## config.mk

```make
export PLATFORM = sky130hd
export DESIGN_NAME = button_event_scheduler_flat
export DESIGN_NICKNAME = d
export VERILOG_FILES = /design/src/rtl/button_event_scheduler_if.sv /design/src/rtl/button_event_scheduler.sv /design/src/flat_wrapper.sv
export SDC_FILE = /design/constraint.sdc
export NUM_CORES = 1
export LEC_CHECK = 0
export BUFFER_PORTS_ARGS = -buffer_cell sky130_fd_sc_hd__buf_4
export CAP_MARGIN = 20
export CORE_ASPECT_RATIO = 0.75
export CORE_MARGIN = 4
export CORE_UTILIZATION = 41
export CTS_CLUSTER_SIZE = 25
export DETAILED_ROUTE_END_ITERATION = 12
export PLACE_DENSITY = 0.6
export SLEW_MARGIN = 20
export SYNTH_ARGS = -nofsm -noshare
export SYNTH_HDL_FRONTEND = slang
export SYNTH_SLANG_ARGS = --single-unit
```

## constraint.sdc

```tcl
create_clock -name global_clock -period 6.2 [get_ports global_clock]
set_input_delay 1.24 -clock global_clock [delete_from_list [all_inputs] [get_ports global_clock]]
set_output_delay 1.24 -clock global_clock [all_outputs]
set_load 0.01 [all_outputs]
```

## src/rtl/button_event_scheduler_if.sv

```systemverilog
// Head-of-queue event handshake between the scheduler (master) and its consumer (slave).
// An event transfers at a rising edge where evt_valid=1 and evt_ready=1; evt_ready with evt_valid=0 is ignored.
interface button_event_scheduler_if;
   logic       evt_valid;
   logic [1:0] evt_code;
   logic       evt_ready;

   modport master (output evt_valid, output evt_code, input evt_ready);
   modport slave  (input evt_valid, input evt_code, output evt_ready);
endinterface

```

## src/rtl/button_event_scheduler.sv

```systemverilog
// Latches button press pulses, arbitrates them round-robin into an event FIFO, flags coalesced presses.
// Optional macro BTN_EVT_DROP_COUNT_EN adds the saturating drop_count output.
module button_event_scheduler #(
   parameter int FIFO_DEPTH = 4
) (
   input  logic       global_clock,
   input  logic       reset,
   input  logic [3:0] btn_pulse,
   button_event_scheduler_if.master evt,
   output logic [3:0] pending,
   output logic       evt_overflow
`ifdef BTN_EVT_DROP_COUNT_EN
   ,
   output logic [7:0] drop_count
`endif
);

   localparam int PTR_W = $clog2(FIFO_DEPTH);
   localparam int CNT_W = PTR_W + 1;

   logic [3:0]       pending_q = '0, pending_d;
   logic [1:0]       rr_ptr_q  = '0, rr_ptr_d;
   logic             ovf_q     = 1'b0, ovf_d;
   logic             valid_q   = 1'b0;
   logic [PTR_W-1:0] wr_ptr_q  = '0, wr_ptr_d;
   logic [PTR_W-1:0] rd_ptr_q  = '0, rd_ptr_d;
   logic [CNT_W-1:0] count_q   = '0, count_d;
   logic [1:0]       mem_q [FIFO_DEPTH] = '{default: '0};

   logic       full;
   logic       push;
   logic       pop;
   logic       sel_found;
   logic [1:0] sel_idx;
   logic [1:0] cand;
   logic [3:0] clr_mask;
   logic [3:0] coalesced;

   always_comb begin
      full      = (count_q == CNT_W'(FIFO_DEPTH));
      sel_found = 1'b0;
      sel_idx   = rr_ptr_q;
      cand      = rr_ptr_q;
      // Scan from farthest to nearest so the first pending bit at or after rr_ptr wins.
      for (int k = 3; k >= 0; k--) begin
         cand = rr_ptr_q + 2'(k);
         if (pending_q[cand]) begin
            sel_found = 1'b1;
            sel_idx   = cand;
         end
      end
      push      = sel_found && !full;
      pop       = valid_q && evt.evt_ready;
      clr_mask  = push ? (4'b0001 << sel_idx) : 4'b0000;
      coalesced = btn_pulse & pending_q & ~clr_mask;
      pending_d = (pending_q & ~clr_mask) | btn_pulse;
      ovf_d     = ovf_q | (|coalesced);
      rr_ptr_d  = push ? (sel_idx + 2'd1) : rr_ptr_q;
      wr_ptr_d  = push ? (wr_ptr_q + PTR_W'(1)) : wr_ptr_q;
      rd_ptr_d  = pop ? (rd_ptr_q + PTR_W'(1)) : rd_ptr_q;
      case ({push, pop})
         2'b10:   count_d = count_q + CNT_W'(1);
         2'b01:   count_d = count_q - CNT_W'(1);
         default: count_d = count_q;
      endcase
   end

   always_ff @(posedge global_clock) begin
      if (reset) begin
         pending_q <= '0;
         rr_ptr_q  <= '0;
         ovf_q     <= 1'b0;
         valid_q   <= 1'b0;
         wr_ptr_q  <= '0;
         rd_ptr_q  <= '0;
         count_q   <= '0;
         for (int i = 0; i < FIFO_DEPTH; i++) mem_q[i] <= '0;
      end else begin
         pending_q <= pending_d;
         rr_ptr_q  <= rr_ptr_d;
         ovf_q     <= ovf_d;
         valid_q   <= (count_d != '0);
         wr_ptr_q  <= wr_ptr_d;
         rd_ptr_q  <= rd_ptr_d;
         count_q   <= count_d;
         if (push) mem_q[wr_ptr_q] <= sel_idx;
      end
   end

   assign evt.evt_valid = valid_q;
   assign evt.evt_code  = mem_q[rd_ptr_q];
   assign pending       = pending_q;
   assign evt_overflow  = ovf_q;

`ifdef BTN_EVT_DROP_COUNT_EN
   logic [7:0] drop_q = '0;
   logic [2:0] drop_inc;
   logic [8:0] drop_sum;

   always_comb begin
      drop_inc = 3'(coalesced[0]) + 3'(coalesced[1]) + 3'(coalesced[2]) + 3'(coalesced[3]);
      drop_sum = {1'b0, drop_q} + 9'(drop_inc);
   end

   // Saturates at 255; only reset clears it.
   always_ff @(posedge global_clock) begin
      if (reset) drop_q <= '0;
      else       drop_q <= drop_sum[8] ? 8'hFF : drop_sum[7:0];
   end

   assign drop_count = drop_q;
`endif

endmodule

```

## src/flat_wrapper.sv

```systemverilog
// flat-port wrapper written by rule: the top's interface ports become plain ports
module button_event_scheduler_flat 
#(
   parameter int FIFO_DEPTH = 4
)
  (global_clock, reset, btn_pulse, pending, evt_overflow, evt_evt_valid, evt_evt_code, evt_evt_ready);
  button_event_scheduler_if evt_i ();
  input  logic global_clock;
  input  logic reset;
  input  logic [3:0] btn_pulse;
  output logic [3:0] pending;
  output logic evt_overflow;
  output wire logic [$bits(evt_i.evt_valid)-1:0] evt_evt_valid;
  output wire logic [$bits(evt_i.evt_code)-1:0] evt_evt_code;
  input wire logic [$bits(evt_i.evt_ready)-1:0] evt_evt_ready;
  assign evt_evt_valid = evt_i.evt_valid;
  assign evt_evt_code = evt_i.evt_code;
  assign evt_i.evt_ready = evt_evt_ready;
  button_event_scheduler #(.FIFO_DEPTH(FIFO_DEPTH)) u_core (.global_clock(global_clock), .reset(reset), .btn_pulse(btn_pulse), .evt(evt_i), .pending(pending), .evt_overflow(evt_overflow));
endmodule
```

[After elaboration in Yosys (flattened, before gate mapping)]
Memory sizes are Yosys's and may differ from the RTL's. A register that Yosys moved wholly into a read port is not among the register bits.
Cells that the tools add are included.
W data, S select, Z words.
Storage, ports and cells
  input bits: 7
  output and inout bits: 8
  register bits after elaboration: 15
  memories: 1
  bits in writable memories: 8
Operators by class
  bitwise logic cells: 6
  shifts and indexed selects: 1
  order comparisons: 4
  add/sub/neg operators: 8
  reductions and logical operators: 6
  equal/unequal tests: 3
  mux-type cells: 28
Memories
  u_core.mem_q: words 4, bits a word 2, rd ports 1, clocked after memory_dff 1, write ports 4, RTL line button_event_scheduler.sv:28  | logic [1:0] mem_q [FIFO_DEPTH] = '{default: '0};
Operators with widths (number)
  $mux W2: 8
  $mux W1: 14
  $and A4 B4 Y4: 3
  $lt A2 B3 Y1 const B: 4
  $add A2 B1 Y2 const B: 4
  $bmux W1 S2: 4
  $pmux W3 S2: 1
  $add A2 B2 Y2 const B: 2
  $mux W4: 1
  $not A4 Y4: 1
  $or A4 B4 Y4: 1
  $reduce_or A4 Y1: 1
  $shl A1 B2 Y4 const A: 1
  $add A3 B1 Y3 const B: 1
  $eq A3 B3 Y1 const B: 1
  $reduce_bool A3 Y1: 1
  $sub A3 B1 Y3 const B: 1
  $eq A2 B1 Y1 const B: 1
  $eq A2 B2 Y1 const B: 1
  $logic_and A1 B1 Y1: 2
  $reduce_or A2 Y1: 1
  $logic_not A1 Y1: 1
  $or A1 B1 Y1: 1

[Depth between registers and ports, before layout]
  depth after elaboration: 13
  gate-level depth with buffers: 9
  gate-level depth less buffers: 8

[Least setup slack after synthesis]
Ideal clock, no wire load.
  path kind: in2reg
  start point: in evt_evt_ready
  end point: reg u_core.valid_q, in the netlist u_core.evt.evt_valid
  buffers on the path: 0
  setup time: 0.127 ns
  stages: 7
  slack: 3.443 ns
  arrival: 2.630 ns
  cells stage by stage: and2_1 -> ha_1 -> fa_1 -> xnor2_1 -> o21ai_0 -> a21oi_1 -> or3_1
On the way
  cells in the longest elaborated chain, start to end: 4
  elaborated cells between the ends (all ways): 5
  classes of those cells: eq/ne: 2; mux: 1; reduce/logical: 2
RTL lines
  from (decl): RTL line flat_wrapper.sv:15  | input wire logic [$bits(evt_i.evt_ready)-1:0] evt_evt_ready;
  $logic_and A1 B1 Y1 (*): RTL line button_event_scheduler.sv:53  | pop = valid_q && evt.evt_ready;
  $eq A2 B1 Y1 / $eq A2 B2 Y1 (equally long branches): RTL line button_event_scheduler.sv:61  | case ({push, pop})
  $pmux W3 S2 (*): RTL line button_event_scheduler.sv:61
  $reduce_bool A3 Y1 (*): RTL line button_event_scheduler.sv:82  | valid_q <= (count_d != '0);
  to (signal assigned): RTL line button_event_scheduler.sv:82
  to (decl): RTL line button_event_scheduler.sv:24  | logic valid_q = 1'b0;
Every way passes the cells marked *; elsewhere a longest branch is shown, timed or not.
A chain may end at the register's enable or synchronous reset.

[Final worst setup path]
  start point: in evt_evt_ready
  end point: reg u_core.valid_q, in the netlist u_core.evt.evt_valid
On the way
  cells in the longest elaborated chain, start to end: 4
  elaborated cells between the ends (all ways): 5
  classes of those cells: eq/ne: 2; mux: 1; reduce/logical: 2
RTL lines
  $logic_and A1 B1 Y1 (*): RTL line button_event_scheduler.sv:53
  named net u_core.pop: RTL line button_event_scheduler.sv:32  | logic pop;
  $eq A2 B1 Y1 / $eq A2 B2 Y1 (equally long branches): RTL line button_event_scheduler.sv:61
  $pmux W3 S2 (*): RTL line button_event_scheduler.sv:61
  $reduce_bool A3 Y1 (*): RTL line button_event_scheduler.sv:82
The timed path passes the listed nets; every way through them passes the cells marked *.

==> results.cfg <==
[power]
p_leak_uw = 0.000562
power.density_mw_per_mm2 = 400
vdd_drop_max_uv = 164
total_power_uw = 547

[timing]
setup_tns_ns = 0
min_period_ns = 2.67
rsz0062_at_grt = no
drv_slew = 0
final_hold_viol_count = 0
finalSetupViolCount = 0
finClkSkew_ns = 0.00475
slew_headroom = 0.566
fmax_ghz = 0.374
finalCritPeriodShare = 0.431
worst_slew_pin_slew_ns = 0.651

[critical_path]
worstPathArrival_ns = 2.89
endpoint_kind = flop
reg2reg_depth = 7
timing.rr.end = u_core.evt.evt_valid
critPathMaxFanout = 3
r2r-start = u_core.pending[3]
crit_required_ns = 6.42
critical_path_class = primary input to flop
rrSetupSlack_ns = 3.75
worst_setup_path_start_kind = primary input

[die]
die_y_um = 55.0
dieWidth_um = 70.7
fp.coreArea_sq_mm = 0.00272
start_util = 0.444
fp.dieArea_sq_mm = 0.00389
row_count = 16
io_pins = 15

[cts]
clk_path_buf_depth = 2
cts_resized = 0
cts_tree = yes
cts_buffers = 3
clk_pin_slew_ns = 0.08
hold_buffers = 0
cts_max_level = 1
clock-sinks = 25
cts_setup_buffers = 0
root_buffer = clkbuf_8
clock_latency_ns = 0.27

[cells_and_area]
syn_to_final_growth_pct = 13.0
finish.utilization = 0.502
layout-drive-gt1-share = 0.194
num-fill-cells = 283
antenna-diode-count = 0
nets = 143

[synth]
synth_edf_count = 8
synth_top_area_frac = 0.281
ys_top_cells_by_area = dfxtp_1 (28%), edfxtp_1 (20%), ha_1 (5.2%)
ys_ff_latch = 25
synth_top_area_cell = dfxtp_1
yosys_warnings = 0
ys_dominant_reg_cell = dfxtp_1
synth_area_sq_mm = 0.00121
synthMostInstantiatedCell = dfxtp_1
syn_inst = 117
synth_cell_types = 36
synth.avg_cell_area_sq_um = 10.3
seq_area_frac_synth = 0.480
synthArstFlopShare = 0
synth_nets = 130
synth_common_cells = dfxtp_1 (17), nor2_1 (16), a21oi_1 (10)

[status]
outcome = finished, final reports clean

[hold_path]
hp-start = u_core.count_q[2]
hold_class = flop to flop
min_to = u_core.count_q[2]
hold_depth = 2

[placed_design]
io_buffers = 14
dp_hpwl_um = 1750
gp_congestion = 0.686

[job]
drv_cap = 0

[routing]
vias = 871
drc = 0
ant_nets = 0
drtIter0Drc = 32
wl_per_cell_um = 14.1
wirelength_um = 2330
via_per_inst = 5.28
drt_first_pass_iters = 4

[grt]
grt_start_max_net_pins = 17
gr-total-overflow = 0
grt_pass1_wl_um = 3920
antenna_found_initial = 0
track_usage = 0.133
grt_pass1_vias = 850
[power by group]
group | switching, uW | internal [uW] | leakage, uW | total (uW)
registers | 37.4 | 216 | 0.000226 | 253
clock network | 50.9 | 45.0 | 0.0000255 | 95.8
logic | 105 | 93.4 | 0.000311 | 198
total | 193 | 354 | 0.000562 | 547
[final cells by class]
type	count	area, sq um	area share
Clock buffer	3	41.3	0.0302
Clock inverter	1	5.00	0.00366
Inverter	6	22.5	0.0165
Multi-Input combinational cell	80	568	0.415
Sequential cell	25	581	0.425
Tap cell	36	45.0	0.0329
Timing Repair Buffer	14	105	0.0769
[routing by layer]
layer | share of wire | track usage
met4 | 0.0077 | 0.0469
met3 | 0.037 | 0.0397
met1 | 0.48 | 0.162
met2 | 0.48 | 0.228
met5 | 0 | 0
[sequential cells by signal, summed over array words and instances (netlist names), named ones only]
register / cells
u_core.evt.evt_valid: 1
u_core.mem_q: 8
u_core.rd_ptr_q: 2
u_core.wr_ptr_q: 2
u_core.count_q: 3
u_core.evt_overflow: 1
u_core.pending: 4
u_core.rr_ptr_q: 2
[kinds of logic (layout without fill, tap and decap cells)]
logic type | count (synthesis) | after routing | share of synthesized area
multiplexers | 4 | 4 | 0.0538
buffers and inverters | 12 | 24 | 0.0507
AO/OA/AOI/OAI | 25 | 25 | 0.125
AND/OR/NAND/NOR | 39 | 39 | 0.179
adder cells (fa/ha/maj) | 6 | 6 | 0.0683
XOR/XNOR | 6 | 6 | 0.0434
flip-flops | 25 | 25 | 0.480
[cell usage in the layout (no fill, tap or decap), types with 2 or more instances in the layout]
cell / n
nand2_1: 6
nor4_1: 2
nand2b_1: 2
edfxtp_1: 8
clkbuf_8: 3
inv_1: 6
ha_1: 5
nor2_1: 16
xnor2_1: 3
mux4_2: 2
mux2i_1: 2
a31oi_1: 3
o21ai_0: 4
xor2_1: 3
buf_4: 14
or3_1: 2
nand3_2: 2
dfxtp_1: 17
nor3_1: 2
a21oi_1: 10
o22ai_1: 2
[worst max path at each step]
| stage | start | endpoint | slack (ns) |
|---|---|---|---|
| 2_1_floorplan | evt_evt_ready | u_core.evt.evt_valid | 3.44 |
| 3_3_place_gp | evt_evt_ready | u_core.evt.evt_valid | 3.30 |
| 3_5_place_dp | evt_evt_ready | u_core.evt.evt_valid | 3.23 |
| 4_1_cts | evt_evt_ready | u_core.evt.evt_valid | 3.52 |
| 5_1_grt | evt_evt_ready | u_core.evt.evt_valid | 3.40 |
| 6_report | evt_evt_ready | u_core.evt.evt_valid | 3.53 |
[per-stage QoR]
step	cells	hold slack (ns)	setup WS, ns	area (sq um)
finish	165	0.512	3.53	1370
global route	165	0.574	3.40	1370
CTS	165	0.516	3.52	1370
detailed placement	161	0.502	3.23	1320
global placement	161	0.482	3.30	1320
floorplan	117	0.465	3.44	1210
[worst max-delay path: stages]
cell and delay [ns]:
buf_4 0.11, and2_1 0.16, ha_1 0.25, fa_1 0.39, xnor2_1 0.14, or3_1 0.31, a21oi_1 0.17, or3_1 0.12
(Power assumes the default switching activity.)
